==> config.mk <==
export PLATFORM = sky130hd
export DESIGN_NAME = rgmii_tx_multispeed_flat
export DESIGN_NICKNAME = d
export VERILOG_FILES = /design/src/rtl/rgmii_tx_multispeed_pkg.sv /design/src/rtl/rgmii_tx_multispeed_if.sv /design/src/rtl/oddr.sv /design/src/rtl/rgmii_tx_multispeed_txc_gen.sv /design/src/rtl/rgmii_tx_multispeed.sv /design/src/flat_wrapper.sv
export SDC_FILE = /design/constraint.sdc
export NUM_CORES = 1
export LEC_CHECK = 0
export BUFFER_PORTS_ARGS = -buffer_cell sky130_fd_sc_hd__buf_2
export CAP_MARGIN = 0
export CORE_ASPECT_RATIO = 1.5
export CORE_MARGIN = 2
export CORE_UTILIZATION = 35
export DETAILED_ROUTE_END_ITERATION = 10
export HOLD_SLACK_MARGIN = 0.06
export PLACE_DENSITY = 0.64
export RECOVER_POWER = 100
export SETUP_SLACK_MARGIN = 0.5
export SLEW_MARGIN = 20
export SYNTH_ARGS = -nofsm -noshare
export SYNTH_HDL_FRONTEND = slang
export SYNTH_SLANG_ARGS = --single-unit
==> constraint.sdc <==
create_clock -name clk -period 5.1 [get_ports clk]
set_input_delay 0.765 -clock clk [delete_from_list [all_inputs] [get_ports clk]]
set_output_delay 0.765 -clock clk [all_outputs]
set_load 0.01 [all_outputs]
==> src/rtl/rgmii_tx_multispeed_pkg.sv <==
// Shared constants and types for the multispeed RGMII transmitter.
package rgmii_pkg;

  localparam logic [1:0] SPEED_10   = 2'b00;
  localparam logic [1:0] SPEED_100  = 2'b01;
  localparam logic [1:0] SPEED_1000 = 2'b10;

  localparam int DIV_100_DEFAULT = 5;
  localparam int DIV_10_DEFAULT  = 50;

  localparam int CNT_W = 16;

  typedef struct packed {
    logic       txen;
    logic       txer;
    logic [7:0] txd;
  } tx_byte_t;

  // Encoding 11 is an alias for gigabit.
  function automatic logic [1:0] norm_speed(input logic [1:0] s);
    return (s == 2'b11) ? SPEED_1000 : s;
  endfunction

endpackage

==> src/rtl/rgmii_tx_multispeed_if.sv <==
// MAC-side byte interface: the MAC offers a byte, the transmitter strobes ready when it takes it.
interface rgmii_tx_multispeed_if;
  logic       mac_phy_txen;
  logic       mac_phy_txer;
  logic [7:0] mac_phy_txd;
  logic       mac_phy_ready;

  modport master (output mac_phy_txen, mac_phy_txer, mac_phy_txd, input mac_phy_ready);
  modport slave  (input mac_phy_txen, mac_phy_txer, mac_phy_txd, output mac_phy_ready);
endinterface

==> src/rtl/oddr.sv <==
// DDR output register: d1 drives the high half of the next clk cycle, d2 the low half.
module oddr #(
  parameter int WIDTH = 1
) (
  input  logic             clk,
  input  logic             rst,
  input  logic [WIDTH-1:0] d1,
  input  logic [WIDTH-1:0] d2,
  output logic [WIDTH-1:0] q
);
  logic [WIDTH-1:0] rise_q;
  logic [WIDTH-1:0] fall_q;

  always_ff @(posedge clk) begin
    if (rst) begin
      rise_q <= '0;
      fall_q <= '0;
    end else begin
      rise_q <= d1;
      fall_q <= d2;
    end
  end

  assign q = clk ? rise_q : fall_q;
endmodule

==> src/rtl/rgmii_tx_multispeed_txc_gen.sv <==
// Phase counter, nibble flag, forwarded-clock pattern and byte-slot strobe.
module rgmii_txc_gen
  import rgmii_pkg::*;
#(
  parameter int DIV_100 = DIV_100_DEFAULT,
  parameter int DIV_10  = DIV_10_DEFAULT
) (
  input  logic       clk,
  input  logic       rst,
  input  logic       restart,
  input  logic [1:0] active_speed,
  output logic       nib,
  output logic       txc_d1,
  output logic       txc_d2,
  output logic       ready
);
  localparam logic [CNT_W-1:0] DIV_100_W = CNT_W'(DIV_100);
  localparam logic [CNT_W-1:0] DIV_10_W  = CNT_W'(DIV_10);

  logic [CNT_W-1:0] c;
  logic [CNT_W-1:0] div;
  logic [CNT_W-1:0] c_last;
  logic             gig;

  always_comb begin
    gig    = (active_speed == SPEED_1000);
    div    = (active_speed == SPEED_10) ? DIV_10_W : DIV_100_W;
    c_last = div - CNT_W'(1);
  end

  // Counters park at zero in gigabit so a later downshift starts on a clean slot.
  always_ff @(posedge clk) begin
    if (rst || restart || gig) begin
      c   <= '0;
      nib <= 1'b0;
    end else if (c == c_last) begin
      c   <= '0;
      nib <= ~nib;
    end else begin
      c <= c + CNT_W'(1);
    end
  end

  // Half-cycle h of the period is high while h < DIV, giving 50% duty for odd DIV too.
  always_comb begin
    txc_d1 = 1'b0;
    txc_d2 = 1'b0;
    ready  = 1'b0;
    if (!rst) begin
      if (gig) begin
        txc_d1 = 1'b1;
        ready  = 1'b1;
      end else begin
        txc_d1 = ({c, 1'b0} < {1'b0, div});
        txc_d2 = ({c, 1'b1} < {1'b0, div});
        ready  = (c == c_last) && nib;
      end
    end
  end
endmodule

==> src/rtl/rgmii_tx_multispeed.sv <==
// RGMII transmitter for 10/100/1000M from a single 125 MHz clock; speed changes only between frames.
module rgmii_tx_multispeed
  import rgmii_pkg::*;
#(
  parameter int DIV_100 = DIV_100_DEFAULT,
  parameter int DIV_10  = DIV_10_DEFAULT
) (
  input  logic                        clk,
  input  logic                        rst,
  input  logic [1:0]                  speed,
  rgmii_tx_multispeed_if.slave        mac,
  output logic [1:0]                  active_speed,
  output logic                        phy_txc,
  output logic                        phy_txctl,
  output logic [3:0]                  phy_txd
);
  tx_byte_t   byte_q;
  logic       prev_txen;
  logic       ready;
  logic       nib;
  logic       gig;
  logic       speed_change;
  logic       txc_d1, txc_d2;
  logic       ctl_d1, ctl_d2;
  logic [3:0] txd_d1, txd_d2;
  logic [3:0] nibble;

  assign gig              = (active_speed == SPEED_1000);
  assign mac.mac_phy_ready = ready;

  // Two idle bytes in a row guarantee no frame is cut by the switch.
  assign speed_change = ready && !mac.mac_phy_txen && !prev_txen &&
                        (norm_speed(speed) != active_speed);

  always_ff @(posedge clk) begin
    if (rst) begin
      active_speed <= norm_speed(speed);
      byte_q       <= '0;
      prev_txen    <= 1'b0;
    end else if (ready) begin
      byte_q    <= {mac.mac_phy_txen, mac.mac_phy_txer, mac.mac_phy_txd};
      prev_txen <= mac.mac_phy_txen;
      if (speed_change) begin
        active_speed <= norm_speed(speed);
      end
    end
  end

  rgmii_txc_gen #(
    .DIV_100 (DIV_100),
    .DIV_10  (DIV_10)
  ) u_txc_gen (
    .clk          (clk),
    .rst          (rst),
    .restart      (speed_change),
    .active_speed (active_speed),
    .nib          (nib),
    .txc_d1       (txc_d1),
    .txc_d2       (txc_d2),
    .ready        (ready)
  );

  always_comb begin
    nibble = nib ? byte_q.txd[7:4] : byte_q.txd[3:0];
    txd_d1 = '0;
    txd_d2 = '0;
    ctl_d1 = 1'b0;
    ctl_d2 = 1'b0;
    if (!rst && byte_q.txen) begin
      ctl_d1 = 1'b1;
      ctl_d2 = ~byte_q.txer;
      if (gig) begin
        txd_d1 = byte_q.txd[3:0];
        txd_d2 = byte_q.txd[7:4];
      end else begin
        txd_d1 = nibble;
        txd_d2 = nibble;
      end
    end
  end

  oddr #(.WIDTH(1)) u_oddr_txc (
    .clk (clk), .rst (rst), .d1 (txc_d1), .d2 (txc_d2), .q (phy_txc)
  );

  oddr #(.WIDTH(1)) u_oddr_txctl (
    .clk (clk), .rst (rst), .d1 (ctl_d1), .d2 (ctl_d2), .q (phy_txctl)
  );

  oddr #(.WIDTH(4)) u_oddr_txd (
    .clk (clk), .rst (rst), .d1 (txd_d1), .d2 (txd_d2), .q (phy_txd)
  );
endmodule
==> src/flat_wrapper.sv <==
// flat-port wrapper written by rule: the top's interface ports become plain ports
module rgmii_tx_multispeed_flat import rgmii_pkg::*;
#(
  parameter int DIV_100 = DIV_100_DEFAULT,
  parameter int DIV_10  = DIV_10_DEFAULT
)
  (clk, rst, speed, active_speed, phy_txc, phy_txctl, phy_txd, mac_mac_phy_txen, mac_mac_phy_txer, mac_mac_phy_txd, mac_mac_phy_ready);
  rgmii_tx_multispeed_if mac_i ();
  input  logic clk;
  input  logic rst;
  input  logic [1:0] speed;
  output logic [1:0] active_speed;
  output logic phy_txc;
  output logic phy_txctl;
  output logic [3:0] phy_txd;
  input wire logic [$bits(mac_i.mac_phy_txen)-1:0] mac_mac_phy_txen;
  input wire logic [$bits(mac_i.mac_phy_txer)-1:0] mac_mac_phy_txer;
  input wire logic [$bits(mac_i.mac_phy_txd)-1:0] mac_mac_phy_txd;
  output wire logic [$bits(mac_i.mac_phy_ready)-1:0] mac_mac_phy_ready;
  assign mac_i.mac_phy_txen = mac_mac_phy_txen;
  assign mac_i.mac_phy_txer = mac_mac_phy_txer;
  assign mac_i.mac_phy_txd = mac_mac_phy_txd;
  assign mac_mac_phy_ready = mac_i.mac_phy_ready;
  rgmii_tx_multispeed #(.DIV_100(DIV_100), .DIV_10(DIV_10)) u_core (.clk(clk), .rst(rst), .speed(speed), .mac(mac_i), .active_speed(active_speed), .phy_txc(phy_txc), .phy_txctl(phy_txctl), .phy_txd(phy_txd));
endmodule
## After elaboration in Yosys (flattened, before gate mapping)

Cells that the tools add are included.

| word-level totals | value |
|---|---|
| bits in registers | 41 |
| output and inout bits | 9 |
| input bits | 14 |
| logic and storage cells | 55 |

| cells by class | value |
|---|---|
| $add $sub $neg | 2 |
| order comparisons | 2 |
| bitwise gates (word level) | 3 |
| eq/ne operators | 4 |
| muxes and demuxes | 15 |
| reductions and logical operators | 17 |

Operator list:

| kind | number |
|---|---|
| less-than comparator 17 x 6 -> 1 bit | 2 |
| adder 16 x 1 -> 16 bit (second input constant) | 1 |
| equality test 16 bit | 1 |
| 2-to-1 mux 4 bit | 4 |
| 2-to-1 mux 2 bit | 4 |
| subtractor 6 x 1 -> 7 bit (second input constant) | 1 |
| 2-to-1 mux 1 bit | 6 |
| 2-to-1 mux 6 bit | 1 |
| OR reduction 2 bit | 3 |
| logical AND 1 bit | 5 |
| equality test 2 bit (second input constant) | 2 |
| nonzero test 2 bit | 2 |
| logical NOT 1 bit | 3 |
| inverter 1 bit | 3 |
| logical NOT 2 bit | 1 |
| logical OR 1 bit | 2 |
| inequality test 2 bit | 1 |
| AND reduction 2 bit | 1 |

## Longest topological paths before layout

| logic depth | value |
|---|---|
| depth in word-level cells | 13 |
| depth in mapped cells | 9 |

## Hierarchy

From an unflattened synthesis, not the netlist that was laid out.

| second synthesis, totals | value |
|---|---|
| cell total of the unflattened synthesis | 220 |
| area, all modules | 1,960.6 um^2 |

Modules (own cells, without submodules):

| module | seq. area each (um^2) | area each (um^2) | instances | cells each |
|---|---|---|---|---|
| rgmii_txc_gen | 340.3 | 943.4 | 1 | 115 |
| rgmii_tx_multispeed | 260.2 | 626.9 | 1 | 75 |
| oddr at u_core.u_oddr_txd | 160.2 | 255.2 | 1 | 20 |
| oddr at u_core.u_oddr_txc ... | 40.0 | 67.6 | 2 | 5 |

==> results.json <==
{
  "final_nets": 264,
  "area_growth_pct": 14.9,
  "status": "finished with violations",
  "yosysTopAreaCellShare": 0.391,
  "synth_area_um2": 2000,
  "gp_congestion": 0.814,
  "synth_commonest_cells": "dfxtp_1 (39), nand2b_1 (21), nor2_1 (19)",
  "synthMuxAreaShare": 0.0839,
  "rsz0062_at_grt": "false",
  "synth_xor_area_frac": 0.0438,
  "worst_pin_slew_ns": 1.78,
  "critPathRequiredTime_ns": 4.34,
  "switching_share": 0.241,
  "vias_per_cell": 5.06,
  "hp-class": "flop to flop",
  "n_antenna_cell": 0,
  "rr_startpoint": "u_core.active_speed[1]",
  "violations": "max-capacitance violations, max-slew violations",
  "setup_viol": 0,
  "r2r-end": "u_core.u_txc_gen.c[9]",
  "yosys_warnings": 0,
  "yosys-top-cells-area": "dfxtp_1 (39%), nand2b_1 (6.6%), mux2i_1 (5.0%)",
  "grtUsageTotal": 0.141,
  "drtIter0Drc": 73,
  "p_int_w": 0.000607,
  "power_frac_seq": 0.430,
  "maxSlewViolCount": 17,
  "synthSimpleGateAreaFrac": 0.277,
  "grt_antenna_before_repair": 0,
  "async_flop_share": 0,
  "startpoint_type": "clock port",
  "pwr-share-clk": 0.501,
  "p_leak_nw": 0.876,
  "final_hold_viol_count": 0,
  "dpl.hpwl_mm": 2.78,
  "wirelength_mm": 3.87,
  "clk_pin_slew_ns": 0.08,
  "syn_avg_cell_area_um2": 9.00,
  "arrival_ns": 3.19,
  "cp-end-kind": "output pin",
  "die_y_um": 96.5,
  "yosysTopAreaCell": "dfxtp_1",
  "holdWs_ns": 0.470,
  "route.detailed.drc": 0,
  "postRouteAntennaNets": 0,
  "clock_skew_ns": 0.00473,
  "layout-drive-gt1-share": 0.139,
  "ys_seq_elements": 41,
  "overflow": 0,
  "irDropWorstVdd_v": 0.0000968,
  "ys_dominant_reg_cell": "dfxtp_1",
  "hold_end": "u_core.u_oddr_txctl.fall_q",
  "grt_pass1_vias": 1671,
  "synth_top_family_by_area": "simple AND/OR/NAND/NOR gates",
  "synth_enable_flop_cells": 2,
  "start_util": 0.364,
  "vias": 1594,
  "tns_ns": 0,
  "powerDensity_nw_per_um2": 349,
  "synth_cells": 222,
  "crit_type": "clock port to output pin",
  "seq_area_frac_synth": 0.421,
  "die_area_um2": 6340,
  "clk_latency_ns": 0.40,
  "totalPowerFinal_w": 0.000800,
  "holdCritStartpoint": "u_core.byte_q[8]",
  "min_path_cells": 1,
  "synth_cell_types": 41,
  "cts_hold_buf": 0,
  "post_cts_buffers": 0,
  "io_buffer_count": 22,
  "synth_adder_area_share": 0.0376,
  "io_pins": 23,
  "synth-compound-area-share": 0.0946,
  "grt_max_degree": 27,
  "cts_resized": 0,
  "syn-num-nets": 242,
  "grt_first_pass_wirelength_mm": 6.55,
  "pwr-share-comb": 0.069,
  "max_slew_margin": -0.200,
  "p_switching_w": 0.000193,
  "maxCapViolCount": 1,
  "cp_max_fo": 3,
  "n_fill_cell": 558,
  "yosysMostFrequentCell": "dfxtp_1",
  "reg2reg_slack_ns": 1.88,
  "tritoncts": "yes",
  "die_w_um": 65.7,
  "reg2reg_depth": 6,
  "coreArea_um2": 5490,
  "routedWlPerCell_um": 12.3,
  "drtPass1Iterations": 4,
  "rows": 33
}
## power groups by stage
stage	clock, W	combinational [W]	sequential (W)
after detailed placement	0.0000301	0.0000571	0.000352
after CTS	0.000417	0.0000574	0.000344
after global placement	0.0000301	0.0000558	0.000351
after floorplan	0.0000409	0.0000442	0.000348
final	0.000401	0.0000553	0.000344
after global routing	0.000432	0.0000634	0.000346
## area by class of cell
class | instances | area, um^2 | area share
multi-input cells | 163 | 1070 | 0.467
flip-flops and latches | 41 | 841 | 0.366
clock buffers | 16 | 160 | 0.0698
well taps | 70 | 87.6 | 0.0381
repair buffers | 16 | 72.6 | 0.0316
clock inverters | 2 | 36.3 | 0.0158
inverters | 7 | 26.3 | 0.0114
## worst max path at each step
stage          startpoint  endpoint  slack, ns  depth (start not counted)
2_1_floorplan         clk   phy_txc       1.33                          2
3_3_place_gp          clk   phy_txc       1.41                          2
3_5_place_dp          clk   phy_txc       1.41                          2
4_1_cts               clk   phy_txc       1.12                          4
5_1_grt               clk   phy_txc       1.11                          4
6_report              clk   phy_txc       1.14                          4
## worst max-delay path, cell delays in order
cell	delay (ns)
clkbuf_8	0.11
clkbuf_8	0.13
mux2_2	0.26
clkbuf_1	0.14
## layout by cell type (no fill, tap or decap), types with 3 or more instances in the layout
master and count:
nand4_1 4, nand3_1 9, ha_1 6, or4_1 3, clkbuf_8 10, mux2_2 6
xnor2_1 5, a21oi_1 14, or3_1 4, nor4_1 4, buf_2 10, xor2_1 5
nand2b_1 21, o31ai_1 3, inv_1 7, clkbuf_1 12, mux2i_1 10, nor2_1 19
nand2_1 15, nor3_1 4, o21ai_0 10, nor2b_1 4, dfxtp_1 39
## metal layers
layer  wire length, um  vias up  GRT usage
met5                 0        -          0
met4               139        0      0.122
met3               188       12     0.0498
met2              1960       33      0.254
met1              1580      736      0.121
li1                  -      813          -
## registers in the layout, summed over array words and instances (netlist names)
register / flops
u_core.u_oddr_txc.fall_q: 1
u_core.u_oddr_txctl.rise_q: 1
u_core.u_oddr_txd.fall_q: 4
u_core.u_oddr_txd.rise_q: 4
u_core.u_txc_gen.nib: 1
u_core.u_oddr_txctl.fall_q: 1
u_core.u_oddr_txc.rise_q: 1
u_core.active_speed: 2
u_core.byte_q: 10
u_core.u_txc_gen.c: 16
## stage by stage
step,cell area (um^2),utilization,worst slack (ns),std cells
floorplan,2000,-,1.33,222
finish,2300,0.418,1.14,315
global route,2300,0.418,1.11,315
CTS,2320,0.422,1.12,315
global placement,2140,0.389,1.41,303
detailed placement,2140,0.390,1.41,303
## logic make-up (layout without fill, tap and decap cells)
group           count (synthesis)  count (layout)
simple gates                   98              98
buf+inv                        18              41
flops                          41              41
mux                            16              16
xor+xnor                       10              10
compound gates                 33              33
fa+ha+maj                       6               6
Power figures use the tool's default switching activity.
